**config.mk**
```make
export PLATFORM = sky130hd
export DESIGN_NAME = sysid_reader
export DESIGN_NICKNAME = d
export VERILOG_FILES = /design/src/rtl/sysid_reader_pkg.sv /design/src/rtl/sysid_reader.sv
export SDC_FILE = /design/constraint.sdc
export NUM_CORES = 1
export LEC_CHECK = 0
export BUFFER_PORTS_ARGS = -buffer_cell sky130_fd_sc_hd__buf_2
export CORE_ASPECT_RATIO = 1.5
export CORE_MARGIN = 2
export CORE_UTILIZATION = 46
export CTS_CLUSTER_SIZE = 8
export DETAILED_ROUTE_END_ITERATION = 7
export PLACE_DENSITY = 0.82
export SYNTH_ARGS = -nofsm -noshare
export SYNTH_HDL_FRONTEND = slang
export SYNTH_SLANG_ARGS = --single-unit
```
**constraint.sdc**
```tcl
create_clock -name clock -period 3 [get_ports clock]
set_input_delay 0.9 -clock clock [delete_from_list [all_inputs] [get_ports clock]]
set_output_delay 0.9 -clock clock [all_outputs]
set_load 0.05 [all_outputs]
```
**src/rtl/sysid_reader_pkg.sv**
```systemverilog
// sysid_reader_pkg
//   Shared types and constants for the system-ID self-check reader.
//   - sysid_rd_state_t : read-sequence FSM states
//   - SYSID_ADDR_ID/TS : word addresses on the system-ID control slave
//   - clog2()          : ceiling log2, used to size the timeout counter
package sysid_reader_pkg;

  typedef enum logic [2:0] {
    IDLE  = 3'd0,
    RD_ID = 3'd1,
    WT_ID = 3'd2,
    RD_TS = 3'd3,
    WT_TS = 3'd4,
    DONE  = 3'd5
  } sysid_rd_state_t;

  localparam logic SYSID_ADDR_ID = 1'b0;
  localparam logic SYSID_ADDR_TS = 1'b1;

  // Smallest r with 2**r >= value (0 for value <= 1).
  function automatic int clog2(input int unsigned value);
    int r;
    r = 0;
    for (int i = 0; i < 32; i++) begin
      if ((64'd1 << i) < 64'(value)) r = i + 1;
    end
    return r;
  endfunction

endpackage

```
**src/rtl/sysid_reader.sv**
```systemverilog
// sysid_reader
//   Avalon-MM read master that reads the system-ID peripheral (word 0 = ID,
//   word 1 = build timestamp) after reset or on a start pulse, compares both
//   words against the expected build and holds sticky status flags.
//
// Ports
//   clock, reset        : single clock, asynchronous active-high reset
//   start               : launch a check (ignored while busy)
//   m_address, m_read   : read request towards the system-ID slave
//   m_waitrequest       : slave stall
//   m_readdata/valid    : read response
//   busy, done, pass    : check progress and sticky result
//   id_mismatch, ts_mismatch, timeout : sticky error flags
//   id_value, ts_value  : last captured words
//   dbg_state           : current FSM state (observation only)
//
// Handshake: a read is requested by holding m_read=1 with a stable
// m_address; it is accepted on a rising edge where m_read=1 and
// m_waitrequest=0. The response is the first m_readdatavalid=1 cycle seen
// while waiting for that read; valid pulses in any other state are dropped.
module sysid_reader
  import sysid_reader_pkg::*;
#(
  parameter logic [31:0] EXPECTED_ID    = 32'd0,
  parameter logic [31:0] EXPECTED_TS    = 32'd1532083560,
  parameter bit          CHECK_TS       = 1'b1,
  parameter int unsigned TIMEOUT_CYCLES = 256,
  parameter bit          AUTO_START     = 1'b1
) (
  input  logic            clock,
  input  logic            reset,
  input  logic            start,
  output logic            m_address,
  output logic            m_read,
  input  logic            m_waitrequest,
  input  logic [31:0]     m_readdata,
  input  logic            m_readdatavalid,
  output logic            busy,
  output logic            done,
  output logic            pass,
  output logic            id_mismatch,
  output logic            ts_mismatch,
  output logic            timeout,
  output logic [31:0]     id_value,
  output logic [31:0]     ts_value,
  output sysid_rd_state_t dbg_state
);

  localparam int CNT_RAW = clog2(TIMEOUT_CYCLES + 1);
  localparam int CNT_W   = (CNT_RAW < 1) ? 1 : CNT_RAW;
  localparam logic [CNT_W:0] CNT_LIMIT = (CNT_W + 1)'(TIMEOUT_CYCLES);

  sysid_rd_state_t state_q, state_d;
  logic             auto_q, auto_d;
  logic [CNT_W-1:0] cnt_q, cnt_d;
  logic [CNT_W:0]   cnt_inc;
  logic [CNT_W-1:0] cnt_sat;
  logic             expire;
  logic             m_read_q, m_read_d;
  logic             m_address_q, m_address_d;
  logic             busy_q, busy_d;
  logic             done_q, done_d;
  logic             pass_q, pass_d;
  logic             id_mis_q, id_mis_d;
  logic             ts_mis_q, ts_mis_d;
  logic             timeout_q, timeout_d;
  logic [31:0]      id_value_q, id_value_d;
  logic [31:0]      ts_value_q, ts_value_d;

  // cnt_q counts cycles already spent on the current read, so the current
  // cycle is number cnt_q+1. The read expires on the cycle that would make
  // TIMEOUT_CYCLES; the counter saturates rather than wrapping.
  assign cnt_inc = {1'b0, cnt_q} + (CNT_W + 1)'(1);
  assign cnt_sat = cnt_inc[CNT_W] ? cnt_q : cnt_inc[CNT_W-1:0];
  assign expire  = (TIMEOUT_CYCLES != 0) && (cnt_inc >= CNT_LIMIT);

  always_ff @(posedge clock or posedge reset) begin
    if (reset) begin
      state_q     <= IDLE;
      auto_q      <= AUTO_START;
      cnt_q       <= '0;
      m_read_q    <= 1'b0;
      m_address_q <= SYSID_ADDR_ID;
      busy_q      <= 1'b0;
      done_q      <= 1'b0;
      pass_q      <= 1'b0;
      id_mis_q    <= 1'b0;
      ts_mis_q    <= 1'b0;
      timeout_q   <= 1'b0;
      id_value_q  <= '0;
      ts_value_q  <= '0;
    end else begin
      state_q     <= state_d;
      auto_q      <= auto_d;
      cnt_q       <= cnt_d;
      m_read_q    <= m_read_d;
      m_address_q <= m_address_d;
      busy_q      <= busy_d;
      done_q      <= done_d;
      pass_q      <= pass_d;
      id_mis_q    <= id_mis_d;
      ts_mis_q    <= ts_mis_d;
      timeout_q   <= timeout_d;
      id_value_q  <= id_value_d;
      ts_value_q  <= ts_value_d;
    end
  end

  always_comb begin
    state_d    = state_q;
    auto_d     = 1'b0;  // auto-start only ever fires on the first cycle
    cnt_d      = cnt_q;
    pass_d     = pass_q;
    id_mis_d   = id_mis_q;
    ts_mis_d   = ts_mis_q;
    timeout_d  = timeout_q;
    id_value_d = id_value_q;
    ts_value_d = ts_value_q;

    if ((state_q == RD_ID) || (state_q == WT_ID) ||
        (state_q == RD_TS) || (state_q == WT_TS)) begin
      cnt_d = cnt_sat;
    end

    case (state_q)
      IDLE, DONE: begin
        if (start || auto_q) begin
          state_d   = RD_ID;
          cnt_d     = '0;
          pass_d    = 1'b0;
          id_mis_d  = 1'b0;
          ts_mis_d  = 1'b0;
          timeout_d = 1'b0;
        end
      end
      RD_ID: begin
        // An accept on the expiry cycle still carries no data: timeout wins.
        if (expire) begin
          state_d   = DONE;
          timeout_d = 1'b1;
        end else if (!m_waitrequest) begin
          state_d = WT_ID;
        end
      end
      WT_ID: begin
        // Data on the expiry cycle beats the timeout.
        if (m_readdatavalid) begin
          id_value_d = m_readdata;
          id_mis_d   = (m_readdata != EXPECTED_ID);
          state_d    = RD_TS;
          cnt_d      = '0;
        end else if (expire) begin
          state_d   = DONE;
          timeout_d = 1'b1;
        end
      end
      RD_TS: begin
        if (expire) begin
          state_d   = DONE;
          timeout_d = 1'b1;
        end else if (!m_waitrequest) begin
          state_d = WT_TS;
        end
      end
      WT_TS: begin
        if (m_readdatavalid) begin
          ts_value_d = m_readdata;
          ts_mis_d   = (m_readdata != EXPECTED_TS);
          state_d    = DONE;
        end else if (expire) begin
          state_d   = DONE;
          timeout_d = 1'b1;
        end
      end
      default: state_d = IDLE;
    endcase

    // Verdict is taken once, on entry to DONE, from the flags as they will
    // be after this cycle's capture.
    if ((state_d == DONE) && (state_q != DONE)) begin
      pass_d = !id_mis_d && !(CHECK_TS && ts_mis_d) && !timeout_d;
    end

    // Bus and status outputs are registered from the next state so they line
    // up with the state they describe.
    m_read_d    = (state_d == RD_ID) || (state_d == RD_TS);
    m_address_d = (state_d == RD_TS) ? SYSID_ADDR_TS : SYSID_ADDR_ID;
    busy_d      = m_read_d || (state_d == WT_ID) || (state_d == WT_TS);
    done_d      = (state_d == DONE);
  end

  assign m_address   = m_address_q;
  assign m_read      = m_read_q;
  assign busy        = busy_q;
  assign done        = done_q;
  assign pass        = pass_q;
  assign id_mismatch = id_mis_q;
  assign ts_mismatch = ts_mis_q;
  assign timeout     = timeout_q;
  assign id_value    = id_value_q;
  assign ts_value    = ts_value_q;
  assign dbg_state   = state_q;

endmodule
```
* Word level (Yosys, flattened, before mapping)
Cells that the tools add are included.
W data, S select, Z words.
** Cells by class
- $add $sub $neg :: 1
- $lt $le $gt $ge :: 1
- Equal/unequal tests :: 12
- Muxes and demuxes :: 28
- Reduce and logical (&&, ||, !) cells :: 23
** Operator list (count)
- $mux W9 :: 4
- $ne A32 B31 Y1 const B :: 1
- $reduce_bool A32 Y1 :: 1
- $mux W3 :: 8
- $pmux W9 S2 :: 1
- $pmux W3 S5 :: 1
- $eq A3 B2 Y1 const B :: 4
- $eq A3 B3 Y1 const B :: 4
- $mux W1 :: 11
- $add A9 B1 Y10 const B :: 1
- $ge A10 B9 Y1 const B :: 1
- $logic_or A1 B1 Y1 :: 7
- $eq A3 B1 Y1 const B :: 2
- $reduce_and A2 Y1 :: 3
- $reduce_or A2 Y1 :: 3
- $pmux W1 S2 :: 2
- $reduce_bool A2 Y1 :: 2
- $logic_and A1 B1 Y1 :: 3
- $logic_not A1 Y1 :: 3
- $logic_not A3 Y1 :: 1
- $ne A3 B3 Y1 const B :: 1
- $pmux W1 S3 :: 1
** Word-level totals
- Flip-flop bits (word level) :: 85
- Output and inout bits :: 75
- Logic and storage cells :: 78

* Depth between registers and ports, before layout
- Depth in word-level cells :: 9
- Depth in mapped cells :: 7
- Depth with buffers taken out :: 7

* Worst setup path after synthesis
OpenSTA, ideal clock, no wires.
- Path type :: input port to flip-flop
- Start :: in m_readdata[25]
- End :: reg pass_q (netlist: pass)
- Data arrival time :: 2394 ps
- Path slack :: 527 ps
- Cell stages on the path :: 6
- Path buffers :: 0
- Path through :: or4_4 nor3_2 nand4_1 o41ai_2 or4b_1 mux2i_1
** Between the ends
- Longest elaborated chain between the ends :: 7
- Elaborated cells between the ends (all ways) :: 11
- Those cells by class :: eq/ne (1); mux (5); reduce/logical (5)
** Ends and longest elaborated chain
- start: declaration :: line sysid_reader.sv:36 : input logic [31:0] m_readdata,
- $ne A32 B31 Y1 or $reduce_bool A32 Y1 (tied branches) :: line sysid_reader.sv:168, sysid_reader.sv:149
- $mux W1, on equally long branches :: line sysid_reader.sv:166, sysid_reader.sv:147
- $pmux W1 S2 :: line sysid_reader.sv:125 : case (state_q)
- $logic_not A1 Y1 :: line sysid_reader.sv:181 : pass_d = !id_mis_d && !(CHECK_TS && ts_mis_d) && !timeout_d;
- $logic_and A1 B1 Y1 * (2 in a row) :: line sysid_reader.sv:181
- $mux W1 * :: line sysid_reader.sv:180 : if ((state_d == DONE) && (state_q != DONE)) begin
- end signal: assignment :: line sysid_reader.sv:100 : pass_q <= pass_d;
- end: declaration :: line sysid_reader.sv:63 : logic pass_q, pass_d;
Every way passes the cells marked *; elsewhere a longest branch is shown, timed or not.
A chain may end at the register's enable or synchronous reset.

* Worst setup path after layout
- Start :: in m_readdata[0]
- End :: reg pass_q (netlist: pass)
The elaborated chain is that of the path after synthesis.

==> out/results.txt <==
Outcome: finished clean
Fill count: 672
Type of origin of the critical path: primary input
Die H: 112.7 um
Cell taking the most area after synthesis: dfrtp_1
Final ANT Viol Nets: 0
Row cnt: 39
Area of the multi-input gates: 0.001436 sq mm
Kind of critical path: in2reg
Final Hold Viols: 0
TritonCTS buffer count: 9
Relative slew slack: 47.29%
Initial Utilization: 47.58%
Max Slew Vio Count: 0
Placed cells: 485
Register area share after synthesis: 58.76%
Final HPWL DP: 6.395 mm
Synthesis-to-layout area growth: 28.05%
Setup_tns: 0 ns
Largest net degree at the start of global routing: 51
Max incr delay on CP: 0.49 ns
Syn_nets: 316
Vias in the first global route: 2,745
Port Buffers: 111
First-pass GRT wire length: 13.95 mm
Clock net sink count: 85
Layout cell share with drive strength beyond 1: 50.75%
Required time worst endpoint: 3.26 ns
1st-pass router iterations: 4
RSZ-0062 raised after global routing: no
Max Fanout on Critical Path: 3
N_diodes: 0
Horiz. Die Dim: 76.46 um
Post-synth cell types: 41
CTS tree: built
Synth Register Bits: 85
Crit path arrival time: 2.72 ns
EDFF count, synth: 0
FF+latch area: 0.002128 sq mm
Drt total wl: 8.649 mm
DR vias: 2,721
Max Root-Sink Buffers: 2
Total grt overflow: 0
Layout Nets: 432
Synth cell count leaders: dfrtp_1, mux2_2, nor2_1, nand2_1
Hold Crit Class: reg2reg
GP Congestion: 0.8695
Tcrit/Tclk final: 82.07%
CP Cell Sequence: buf_2, nor4_1, and4_1, nand4_1, o41ai_2, or4b_1, mux2i_1
Max Cap Viol: 0
Root Buffer: clkbuf_16
Clk_skew: 0.004638 ns
Count leader, synth: dfrtp_1
Initial antenna violation count: 0
Worst skew pair latency: 0.33 ns
Gate count of the mapped netlist: 278
Total Routing Usage GR: 21.13%
Bufs and invs on worst path: 1
Routed len/inst: 17.30 um
DRC: 0
Final setup viols: 0
Mapped Area: 0.003622 sq mm
Final Critical Period: 2.462 ns
Core area: 0.007612 sq mm
Critical Path End Type: flop
WHS: 0.4988 ns
Synth top area share: 58.03%
Fmax: 406.2 MHz
Synth area leaders: dfrtp_1, mux2_2, nor2_1, xor2_1, nand4_1
Detailed router's first-iteration violation count: 118
Io pins: 112
Worst Max-Slew Pin Slew: 0.7890 ns
Worst-path clk slew: 0.06 ns
Synth Area per Inst: 13.03 sq um
Post_cts resized: 0
Post-route insts no fill: 500
Setup Buffers After CTS: 0
YS warnings: 0
Top_reg_cell synth: dfrtp_1
Async S/R FF share, synth: 100.0%
Critical-path top delay cell: nor4_1
Die area: 0.008615 sq mm
Post-CTS Hold Fix Bufs: 0
Htree depth: 3
Crit path max-delay family: simple AND/OR/NAND/NOR gates
Via/cell ratio: 5.442
==> cell usage in the layout (no fill, tap or decap), types with 3 or more instances in the layout <==
cell type  Yosys  layout
a21oi_1        4       4
and2_1         4       4
and3_1         4       4
buf_2          4     111
buf_4          0       4
clkbuf_1       8       3
clkbuf_16      0       9
dfrtp_1       84      84
inv_1          5       4
mux2_2        64      64
nand2_1        9       9
nand2b_1       3       3
nand3_1        6       6
nand4_1        8       8
nor2_1        19      17
nor2b_1        6       6
nor4_1         6       6
o21ai_0        5       5
o311ai_0       3       3
xor2_1         8       8
==> sequential cells by signal, indices dropped and copies added, names as in the netlist <==
| register | count |
|---|---|
| pass | 1 |
| id_value | 32 |
| auto_q | 1 |
| id_mismatch | 1 |
| m_read | 1 |
| timeout | 1 |
| busy | 1 |
| done | 1 |
| cnt_q | 9 |
| ts_mismatch | 1 |
| m_address | 1 |
| ts_value | 32 |
| dbg_state | 3 |
==> per-layer routing <==
layer	track usage [%]	part of all wire [%]
met1	24.68	39
met2	36.05	53
met3	5.466	5.6
met4	10.42	2.8
met5	0	0
==> final timing paths <==
check	slack, ns	cells past startpoint	startpoint	to
max reg2reg	0.80	7	cnt_q[1]$_DFF_PP0_	pass$_DFFE_PP0P_
max	0.54	7	m_readdata[0]	pass$_DFFE_PP0P_
min in group asynchronous	0.70	2	reset	id_value[10]$_DFFE_PP0P_
max in group asynchronous	1.59	3	reset	cnt_q[7]$_DFF_PP0_
min reg2reg	0.50	1	ts_value[17]$_DFFE_PP0P_	ts_value[17]$_DFFE_PP0P_
min	0.50	1	ts_value[17]$_DFFE_PP0P_	ts_value[17]$_DFFE_PP0P_
==> worst register-to-register path, delay by kind of cell (launching register included) <==
kind	cells	cell delay (ns)
AOI/OAI and AO/OA	3	0.82
DFF	1	0.44
and+or+nand+nor	2	0.38
adders and majority gates	1	0.28
muxes	1	0.22
==> kinds of logic after synthesis <==
family / count (synthesis) / synth area share (%)
AOI/OAI and AO/OA: 26 / 5.458
muxes: 66 / 20.45
xor gates and xnor gates: 8 / 1.934
DFF: 85 / 58.76
buffers and inverters: 18 / 2.003
and+or+nand+nor: 73 / 10.95
adders and majority gates: 1 / 0.3454
other: 1 / 0.1035
==> metrics by stage <==
stage                     util [%]  setup slack [ns]  cell area, sq um
final                        60.93            0.5380              4638
after detailed placement     57.07            0.1910              4344
after global routing         60.93            0.3551              4638
after global placement       57.07            0.2448              4344
after floorplan                  -            0.5267              3626
after CTS                    60.93            0.5406              4638
==> layout make-up <==
cell class,count,area share (%)
clock inverter,1,0.6474
clock buffer,14,5.692
sequential,85,45.89
tap,102,2.752
timing repair buffer,117,13.49
inverter,6,0.5665
multi-input combinational,175,30.97
Power is not shown: default switching activity piles up to over one toggle a cycle in this logic, so the estimate is an artifact.
